<file path="src/rtl/native_sig_delay_pkg.sv">
// Shared constants for the native-port signal delay slave: register map,
// CTRL/STATUS field positions and the fixed ID word.
package sig_delay_pkg;

    localparam logic [1:0] ADDR_CTRL   = 2'd0;
    localparam logic [1:0] ADDR_DELAY  = 2'd1;
    localparam logic [1:0] ADDR_STATUS = 2'd2;
    localparam logic [1:0] ADDR_ID     = 2'd3;

    localparam int CTRL_ENABLE_BIT = 0;
    localparam int CTRL_FLUSH_BIT  = 1;
    localparam int STATUS_FILL_LSB = 16;

    localparam logic [31:0] ID_VALUE = 32'h5D1E_0001;

endpackage

</file>
<file path="src/rtl/native_sig_delay_if.sv">
// Native register-access bus driven by the AXI-Lite-to-native bridge.
interface native_sig_delay_if #(
    parameter int NATIVE_ADDR_WIDTH = 2,
    parameter int NATIVE_DATA_WIDTH = 32
);
    logic                         NATIVE_EN;
    logic                         NATIVE_WR;
    logic [NATIVE_ADDR_WIDTH-1:0] NATIVE_ADDR;
    logic [NATIVE_DATA_WIDTH-1:0] NATIVE_DATA_IN;
    logic [NATIVE_DATA_WIDTH-1:0] NATIVE_DATA_OUT;
    logic                         NATIVE_READY;

    modport master (
        output NATIVE_EN, NATIVE_WR, NATIVE_ADDR, NATIVE_DATA_IN,
        input  NATIVE_DATA_OUT, NATIVE_READY
    );

    modport slave (
        input  NATIVE_EN, NATIVE_WR, NATIVE_ADDR, NATIVE_DATA_IN,
        output NATIVE_DATA_OUT, NATIVE_READY
    );
endinterface

</file>
<file path="src/rtl/native_sig_delay_line.sv">
// Circular-buffer delay line: SIG_IN reappears DELAY+1 cycles later once the
// buffer holds DELAY samples of fresh history; output is zero until then.
module sig_delay_line #(
    parameter int SIG_WIDTH = 16,
    parameter int DLY_W     = 8
) (
    input  logic                 S_AXI_aclk,
    input  logic                 S_AXI_aresetn,
    input  logic                 enable,
    input  logic                 restart,
    input  logic [DLY_W-1:0]     delay,
    input  logic [SIG_WIDTH-1:0] sig_in,
    output logic [SIG_WIDTH-1:0] sig_out,
    output logic                 primed,
    output logic [DLY_W-1:0]     fill
);
    localparam int DEPTH = 2**DLY_W;

    logic [SIG_WIDTH-1:0] mem [DEPTH];
    logic [DLY_W-1:0]     wp_q;
    logic [DLY_W-1:0]     rp;
    logic [DLY_W-1:0]     fill_q;
    logic [SIG_WIDTH-1:0] sig_out_q;
    logic                 primed_q;
    logic [SIG_WIDTH-1:0] tap;
    logic                 go;

    // The read tap is taken before this cycle's write lands, so mem[wp-DELAY]
    // is the sample written DELAY edges ago.
    assign rp  = wp_q - delay;
    assign tap = (delay == '0) ? sig_in : mem[rp];
    assign go  = enable & ~restart & (fill_q == delay);

    // No reset on the storage; stale words are masked by the PRIMED gate.
    always_ff @(posedge S_AXI_aclk) begin
        if (enable) begin
            mem[wp_q] <= sig_in;
        end
    end

    always_ff @(posedge S_AXI_aclk or negedge S_AXI_aresetn) begin
        if (!S_AXI_aresetn) begin
            wp_q      <= '0;
            fill_q    <= '0;
            primed_q  <= 1'b0;
            sig_out_q <= '0;
        end else begin
            if (enable) begin
                wp_q <= wp_q + 1'b1;
            end
            if (restart || !enable) begin
                fill_q <= '0;
            end else if (fill_q < delay) begin
                fill_q <= fill_q + 1'b1;
            end
            primed_q  <= go;
            sig_out_q <= go ? tap : '0;
        end
    end

    assign sig_out = sig_out_q;
    assign primed  = primed_q;
    assign fill    = fill_q;

endmodule

</file>
<file path="src/rtl/native_sig_delay.sv">
// Native-port register slave (CTRL/DELAY/STATUS/ID) in front of a
// programmable delay line; every access completes with a one-cycle READY.
module native_sig_delay
    import sig_delay_pkg::*;
#(
    parameter int NATIVE_ADDR_WIDTH = 2,
    parameter int NATIVE_DATA_WIDTH = 32,
    parameter int SIG_WIDTH         = 16,
    parameter int DLY_W             = 8
) (
    input  logic                 S_AXI_aclk,
    input  logic                 S_AXI_aresetn,
    native_sig_delay_if.slave    nat,
    input  logic [SIG_WIDTH-1:0] SIG_IN,
    output logic [SIG_WIDTH-1:0] SIG_OUT,
    output logic                 SIG_PRIMED
);
    logic                         wr_acc;
    logic                         rd_acc;
    logic                         sel_ctrl;
    logic                         sel_delay;
    logic                         restart;
    logic                         enable_q;
    logic [DLY_W-1:0]             delay_q;
    logic [DLY_W-1:0]             fill;
    logic                         primed;
    logic [NATIVE_DATA_WIDTH-1:0] rd_data;
    logic [NATIVE_DATA_WIDTH-1:0] data_out_q;
    logic                         ready_q;
    logic                         unused_wdata;

    assign wr_acc    = nat.NATIVE_EN &  nat.NATIVE_WR;
    assign rd_acc    = nat.NATIVE_EN & ~nat.NATIVE_WR;
    assign sel_ctrl  = (nat.NATIVE_ADDR == NATIVE_ADDR_WIDTH'(ADDR_CTRL));
    assign sel_delay = (nat.NATIVE_ADDR == NATIVE_ADDR_WIDTH'(ADDR_DELAY));

    // Any DELAY write, a FLUSH, or a rising ENABLE discards history.
    assign restart = wr_acc & (sel_delay |
                     (sel_ctrl & (nat.NATIVE_DATA_IN[CTRL_FLUSH_BIT] |
                                  (nat.NATIVE_DATA_IN[CTRL_ENABLE_BIT] & ~enable_q))));

    assign unused_wdata = ^nat.NATIVE_DATA_IN[NATIVE_DATA_WIDTH-1:DLY_W];

    always_comb begin
        rd_data = '0;
        case (nat.NATIVE_ADDR)
            NATIVE_ADDR_WIDTH'(ADDR_CTRL):   rd_data[CTRL_ENABLE_BIT] = enable_q;
            NATIVE_ADDR_WIDTH'(ADDR_DELAY):  rd_data[DLY_W-1:0] = delay_q;
            NATIVE_ADDR_WIDTH'(ADDR_STATUS): begin
                rd_data[0]                        = primed;
                rd_data[STATUS_FILL_LSB +: DLY_W] = fill;
            end
            NATIVE_ADDR_WIDTH'(ADDR_ID):     rd_data = NATIVE_DATA_WIDTH'(ID_VALUE);
            default:                         rd_data = '0;
        endcase
    end

    always_ff @(posedge S_AXI_aclk or negedge S_AXI_aresetn) begin
        if (!S_AXI_aresetn) begin
            enable_q <= 1'b0;
            delay_q  <= '0;
        end else if (wr_acc) begin
            if (sel_ctrl) begin
                enable_q <= nat.NATIVE_DATA_IN[CTRL_ENABLE_BIT];
            end
            if (sel_delay) begin
                delay_q <= nat.NATIVE_DATA_IN[DLY_W-1:0];
            end
        end
    end

    // READY follows EN by one edge with no holding, so back-to-back accesses
    // produce back-to-back pulses.
    always_ff @(posedge S_AXI_aclk or negedge S_AXI_aresetn) begin
        if (!S_AXI_aresetn) begin
            ready_q    <= 1'b0;
            data_out_q <= '0;
        end else begin
            ready_q    <= nat.NATIVE_EN;
            data_out_q <= rd_acc ? rd_data : '0;
        end
    end

    assign nat.NATIVE_READY    = ready_q;
    assign nat.NATIVE_DATA_OUT = data_out_q;

    sig_delay_line #(
        .SIG_WIDTH (SIG_WIDTH),
        .DLY_W     (DLY_W)
    ) u_line (
        .S_AXI_aclk    (S_AXI_aclk),
        .S_AXI_aresetn (S_AXI_aresetn),
        .enable        (enable_q),
        .restart       (restart),
        .delay         (delay_q),
        .sig_in        (SIG_IN),
        .sig_out       (SIG_OUT),
        .primed        (SIG_PRIMED),
        .fill          (fill)
    );

    assign primed = SIG_PRIMED;

endmodule

</file>
<file path="src/flat_wrapper.sv">
// flat-port wrapper written by rule: the top's interface ports become plain ports
module native_sig_delay_flat import sig_delay_pkg::*;
#(
    parameter int NATIVE_ADDR_WIDTH = 2,
    parameter int NATIVE_DATA_WIDTH = 32,
    parameter int SIG_WIDTH         = 16,
    parameter int DLY_W             = 8
)
  (S_AXI_aclk, S_AXI_aresetn, SIG_IN, SIG_OUT, SIG_PRIMED, nat_NATIVE_EN, nat_NATIVE_WR, nat_NATIVE_ADDR, nat_NATIVE_DATA_IN, nat_NATIVE_DATA_OUT, nat_NATIVE_READY);
  native_sig_delay_if #(.NATIVE_ADDR_WIDTH(NATIVE_ADDR_WIDTH), .NATIVE_DATA_WIDTH(NATIVE_DATA_WIDTH)) nat_i ();
  input  logic S_AXI_aclk;
  input  logic S_AXI_aresetn;
  input  logic [SIG_WIDTH-1:0] SIG_IN;
  output logic [SIG_WIDTH-1:0] SIG_OUT;
  output logic SIG_PRIMED;
  input wire logic [$bits(nat_i.NATIVE_EN)-1:0] nat_NATIVE_EN;
  input wire logic [$bits(nat_i.NATIVE_WR)-1:0] nat_NATIVE_WR;
  input wire logic [$bits(nat_i.NATIVE_ADDR)-1:0] nat_NATIVE_ADDR;
  input wire logic [$bits(nat_i.NATIVE_DATA_IN)-1:0] nat_NATIVE_DATA_IN;
  output wire logic [$bits(nat_i.NATIVE_DATA_OUT)-1:0] nat_NATIVE_DATA_OUT;
  output wire logic [$bits(nat_i.NATIVE_READY)-1:0] nat_NATIVE_READY;
  assign nat_i.NATIVE_EN = nat_NATIVE_EN;
  assign nat_i.NATIVE_WR = nat_NATIVE_WR;
  assign nat_i.NATIVE_ADDR = nat_NATIVE_ADDR;
  assign nat_i.NATIVE_DATA_IN = nat_NATIVE_DATA_IN;
  assign nat_NATIVE_DATA_OUT = nat_i.NATIVE_DATA_OUT;
  assign nat_NATIVE_READY = nat_i.NATIVE_READY;
  native_sig_delay #(.NATIVE_ADDR_WIDTH(NATIVE_ADDR_WIDTH), .NATIVE_DATA_WIDTH(NATIVE_DATA_WIDTH), .SIG_WIDTH(SIG_WIDTH), .DLY_W(DLY_W)) u_core (.S_AXI_aclk(S_AXI_aclk), .S_AXI_aresetn(S_AXI_aresetn), .nat(nat_i), .SIG_IN(SIG_IN), .SIG_OUT(SIG_OUT), .SIG_PRIMED(SIG_PRIMED));
endmodule
</file>
<file path="config.mk">
export PLATFORM = sky130hd
export DESIGN_NAME = native_sig_delay_flat
export DESIGN_NICKNAME = d
export VERILOG_FILES = /design/src/rtl/native_sig_delay_pkg.sv /design/src/rtl/native_sig_delay_if.sv /design/src/rtl/native_sig_delay_line.sv /design/src/rtl/native_sig_delay.sv /design/src/flat_wrapper.sv
export SDC_FILE = /design/constraint.sdc
export NUM_CORES = 2
export LEC_CHECK = 0
export CORE_ASPECT_RATIO = 1.4
export CORE_MARGIN = 1.5
export CORE_UTILIZATION = 40
export DETAILED_ROUTE_END_ITERATION = 10
export PLACE_DENSITY = 0.62
export SYNTH_ARGS = -nofsm -noshare
export SYNTH_HDL_FRONTEND = slang
export SYNTH_SLANG_ARGS = --single-unit
</file>
<file path="constraint.sdc">
create_clock -name S_AXI_aclk -period 4.8 [get_ports S_AXI_aclk]
set_input_delay 0.72 -clock S_AXI_aclk [delete_from_list [all_inputs] [get_ports S_AXI_aclk]]
set_output_delay 0.72 -clock S_AXI_aclk [all_outputs]
set_load 0.05 [all_outputs]
</file>
==> results.md <==
- Outcome: completed
- Critical path peak fanout: 35
- Final core utilization: 45.9%
- Die height: 752 µm
- Fraction of registers with async set/reset: 1.44%
- Worst-case vdd ir drop: 0.000747 V
- Crit. End Element: flip-flop
- Post-CTS Setup Repair Bufs: 0
- Clock sink total: 4156
- Core box area: 400000 µm²
- Synth Area in Simple Gates: 2.41%
- Leak: 57.3 nW
- XOR/XNOR share of the synthesized area: 0.130%
- Synth-to-Final Area Change: 14.4%
- GR peak layer: met2
- Mux cell area share after synthesis: 17.2%
- Seq/Total Area, Yosys: 77.6%
- Unique masters post-synth: 72
- Largest net degree at the start of global routing: 163
- Worst setup margin: 0.0664 ns
- Post-DP HPWL: 259 mm
- Pwr Total: 127 mW
- Relative slew slack: 13.2%
- Final worst path period need: 4.73 ns
- Worst R2R Setup Slack: 0.07 ns
- Inst Count DP: 12600
- Vias: 76700
- Compound-Gate Fraction of Synth Area: 1.15%
- Mean post-synth cell area: 22.7 µm²
- Fmax: 0.211 GHz
- TritonCTS clock tree: built
- Synth top area cells: edfxtp_1 (77%), mux4_2 (17%), dfrtp_1 (0.94%)
- Final wirelength: 426 mm
- CP max-delay cell: fa_4
- Clock transition at path regs: 0.07 ns
- DR pass1 iterations: 5
- EDFF count, synth: 4096
- WS Path Type: reg2reg
- Largest family of logic cells by synthesized area: multiplexers
- Crit-path leading delay family: buffers and inverters
- Maxcap violations: 0
- Worst-Margin Slew: 1.30 ns
- First-pass GRT wire length: 598 mm
- GRT Residual Overflow: 0
- Hold crit path type: in2reg
- Final Cycle Share: 98.6%
- Req. time, crit path: 5.60 ns
- CP dominant cell by count: buf_12
- Crit-path cells: inv_1, ha_1, fa_4, buf_12, buf_4, buf_12, buf_12, mux4_2, mux4_2, nand2_1, a21boi_0, a2111oi_1, buf_4, o2111ai_1
- Initial antenna violation count: 16
- Initial Utilization: 40.1%
- Setup Viol. Count Final: 0
- H-tree levels: 5
- Most frequent cells after synthesis: edfxtp_1 (4096), mux4_2 (1179), nand2_1 (379)
- Final Max Tran Viols: 0
- Clk_skew: 0.0690 ns
- Synthesized area: 160000 µm²
- Die Footprint: 405000 µm²
- Synthesized-area fraction occupied by adder cells: 0.176%
- Area share of the largest cell type after synthesis: 76.7%
- Warnings from Yosys: 0
- Fin cells: 13300
- CP bufs+invs: 6
- Post-Place Worst Slack: -0.210 ns
- Final hold slack: 0.225 ns
- Top FF cell, synth: edfxtp_1
- Vias in the first global route: 78500
- Clock latency on the worst-skew pair: 0.96 ns
- Met2 GRT Util: 35.4%
- Post-synth top area cell: edfxtp_1
- GPL Wtd Cong: 0.860
- Die Width: 538 µm
- Wirelength per Cell: 32.1 µm
- Final nets: 7774
- DRC Markers: 0
- Endpoints failing hold: 0
- CTS max path bufs: 4
- Via/cell ratio: 5.78
- Clock root buffer: clkbuf_16
- CTS Buf Count: 379
- Max incr delay on CP: 0.83 ns
- Post-synthesis cell count: 7065
- Total Routing Usage GR: 20.8%
- Layout cells sized above 1: 31.3%
- Met3 Use GR: 2.99%
- Unrepaired setup endpoints after global routing: false
- Worst Setup Start Kind: flip-flop
- Flops & latches, synth: 4156
- Most common cell in the netlist: edfxtp_1
- Critical path arrival: 5.53 ns
- Row count: 275
- Met1 Use GR: 26.2%
- Pwr Density: 694 nW/µm²
- Routed Antenna Nets: 0
- IO buf count: 68
- Ports: 104
- Drt initial violations: 9270
-- timing repair --
item / in CTS / in global routing
resized for setup: 4 / 4
gates cloned: 0 / 0
hold buffers: 1 / 0
endpoints found under the setup margin: 4 / 4
hold endpoints to repair: 60 / 0
-- per-layer routing --
layer	vias to the layer above	wire [µm]
met5	-	9
met4	2	22200
met3	643	29600
met2	3316	216000
met1	41700	158000
li1	31000	-
-- layout by cell type, fill, tap and decap left out, types with 58 or more instances in the layout --
| cell type | instances |
|---|---|
| clkbuf_16 | 387 |
| nor2_1 | 183 |
| clkinv_2 | 78 |
| mux4_2 | 1179 |
| a32oi_1 | 58 |
| mux2i_1 | 72 |
| clkinv_1 | 71 |
| buf_12 | 71 |
| nand3_1 | 96 |
| edfxtp_1 | 4096 |
| nor2_2 | 117 |
| buf_4 | 512 |
| nand2_1 | 379 |
| clkbuf_1 | 74 |
| dfrtp_1 | 59 |
-- path summary, 6_finish.rpt --
kind / startpoint / endpoint / depth (start not counted)
hold reg to reg: u_core.delay_q[2] / u_core.delay_q[2] / 1
min in group asynchronous: S_AXI_aresetn / u_core.u_line.sig_out[13] / 2
hold / removal: SIG_IN[1] / u_core.u_line.mem[95][1] / 1
setup / recovery: u_core.u_line.wp_q[0] / u_core.u_line.sig_out[11] / 14
max in group asynchronous: S_AXI_aresetn / u_core.u_line.wp_q[3] / 2
setup reg to reg: u_core.u_line.wp_q[0] / u_core.u_line.sig_out[11] / 14
-- through the flow --
step	TNS, ns	area, µm²
2_1_floorplan	0	160000
3_3_place_gp	-0.182	171000
3_5_place_dp	-0.321	171000
4_1_cts	0	183000
5_1_grt	0	183000
6_report	0	183000
-- sequential cells by signal, summed over array words and instances, names as in the netlist --
| name | cells |
|---|---|
| u_core.nat.NATIVE_DATA_OUT | 17 |
| u_core.nat.NATIVE_READY | 1 |
| u_core.u_line.mem | 4096 |
| u_core.u_line.sig_out | 16 |
| u_core.enable_q | 1 |
| u_core.delay_q | 8 |
| u_core.u_line.fill | 8 |
| u_core.u_line.wp_q | 8 |
| u_core.u_line.primed | 1 |
-- power by group --
group          switching (mW)  total [mW]  internal [mW]  leakage [nW]
sequential              0.112        40.3           40.2          37.6
combinational            34.0        57.3           23.3          13.8
clock                    13.2        29.7           16.5          5.85
-- final cells by class --
cell class | count | area [µm²]
Tap cell | 5263 | 6590
Clock buffer | 464 | 10000
Fill cell | 32800 | 216000
Clock inverter | 218 | 1970
Antenna cell | 6 | 15.0
Multi-Input combinational cell | 2492 | 34300
Sequential cell | 4156 | 125000
Inverter | 17 | 63.8
Timing Repair Buffer | 652 | 6030
-- kinds of logic after synthesis --
kind of cell | Yosys count
AO/OA/AOI/OAI | 260
XOR/XNOR | 20
adder cells (fa/ha/maj) | 22
buffers and inverters | 427
flip-flops | 4156
multiplexers | 1266
other | 1
AND/OR/NAND/NOR | 913
No activity file was read; power rests on OpenSTA's default activity.
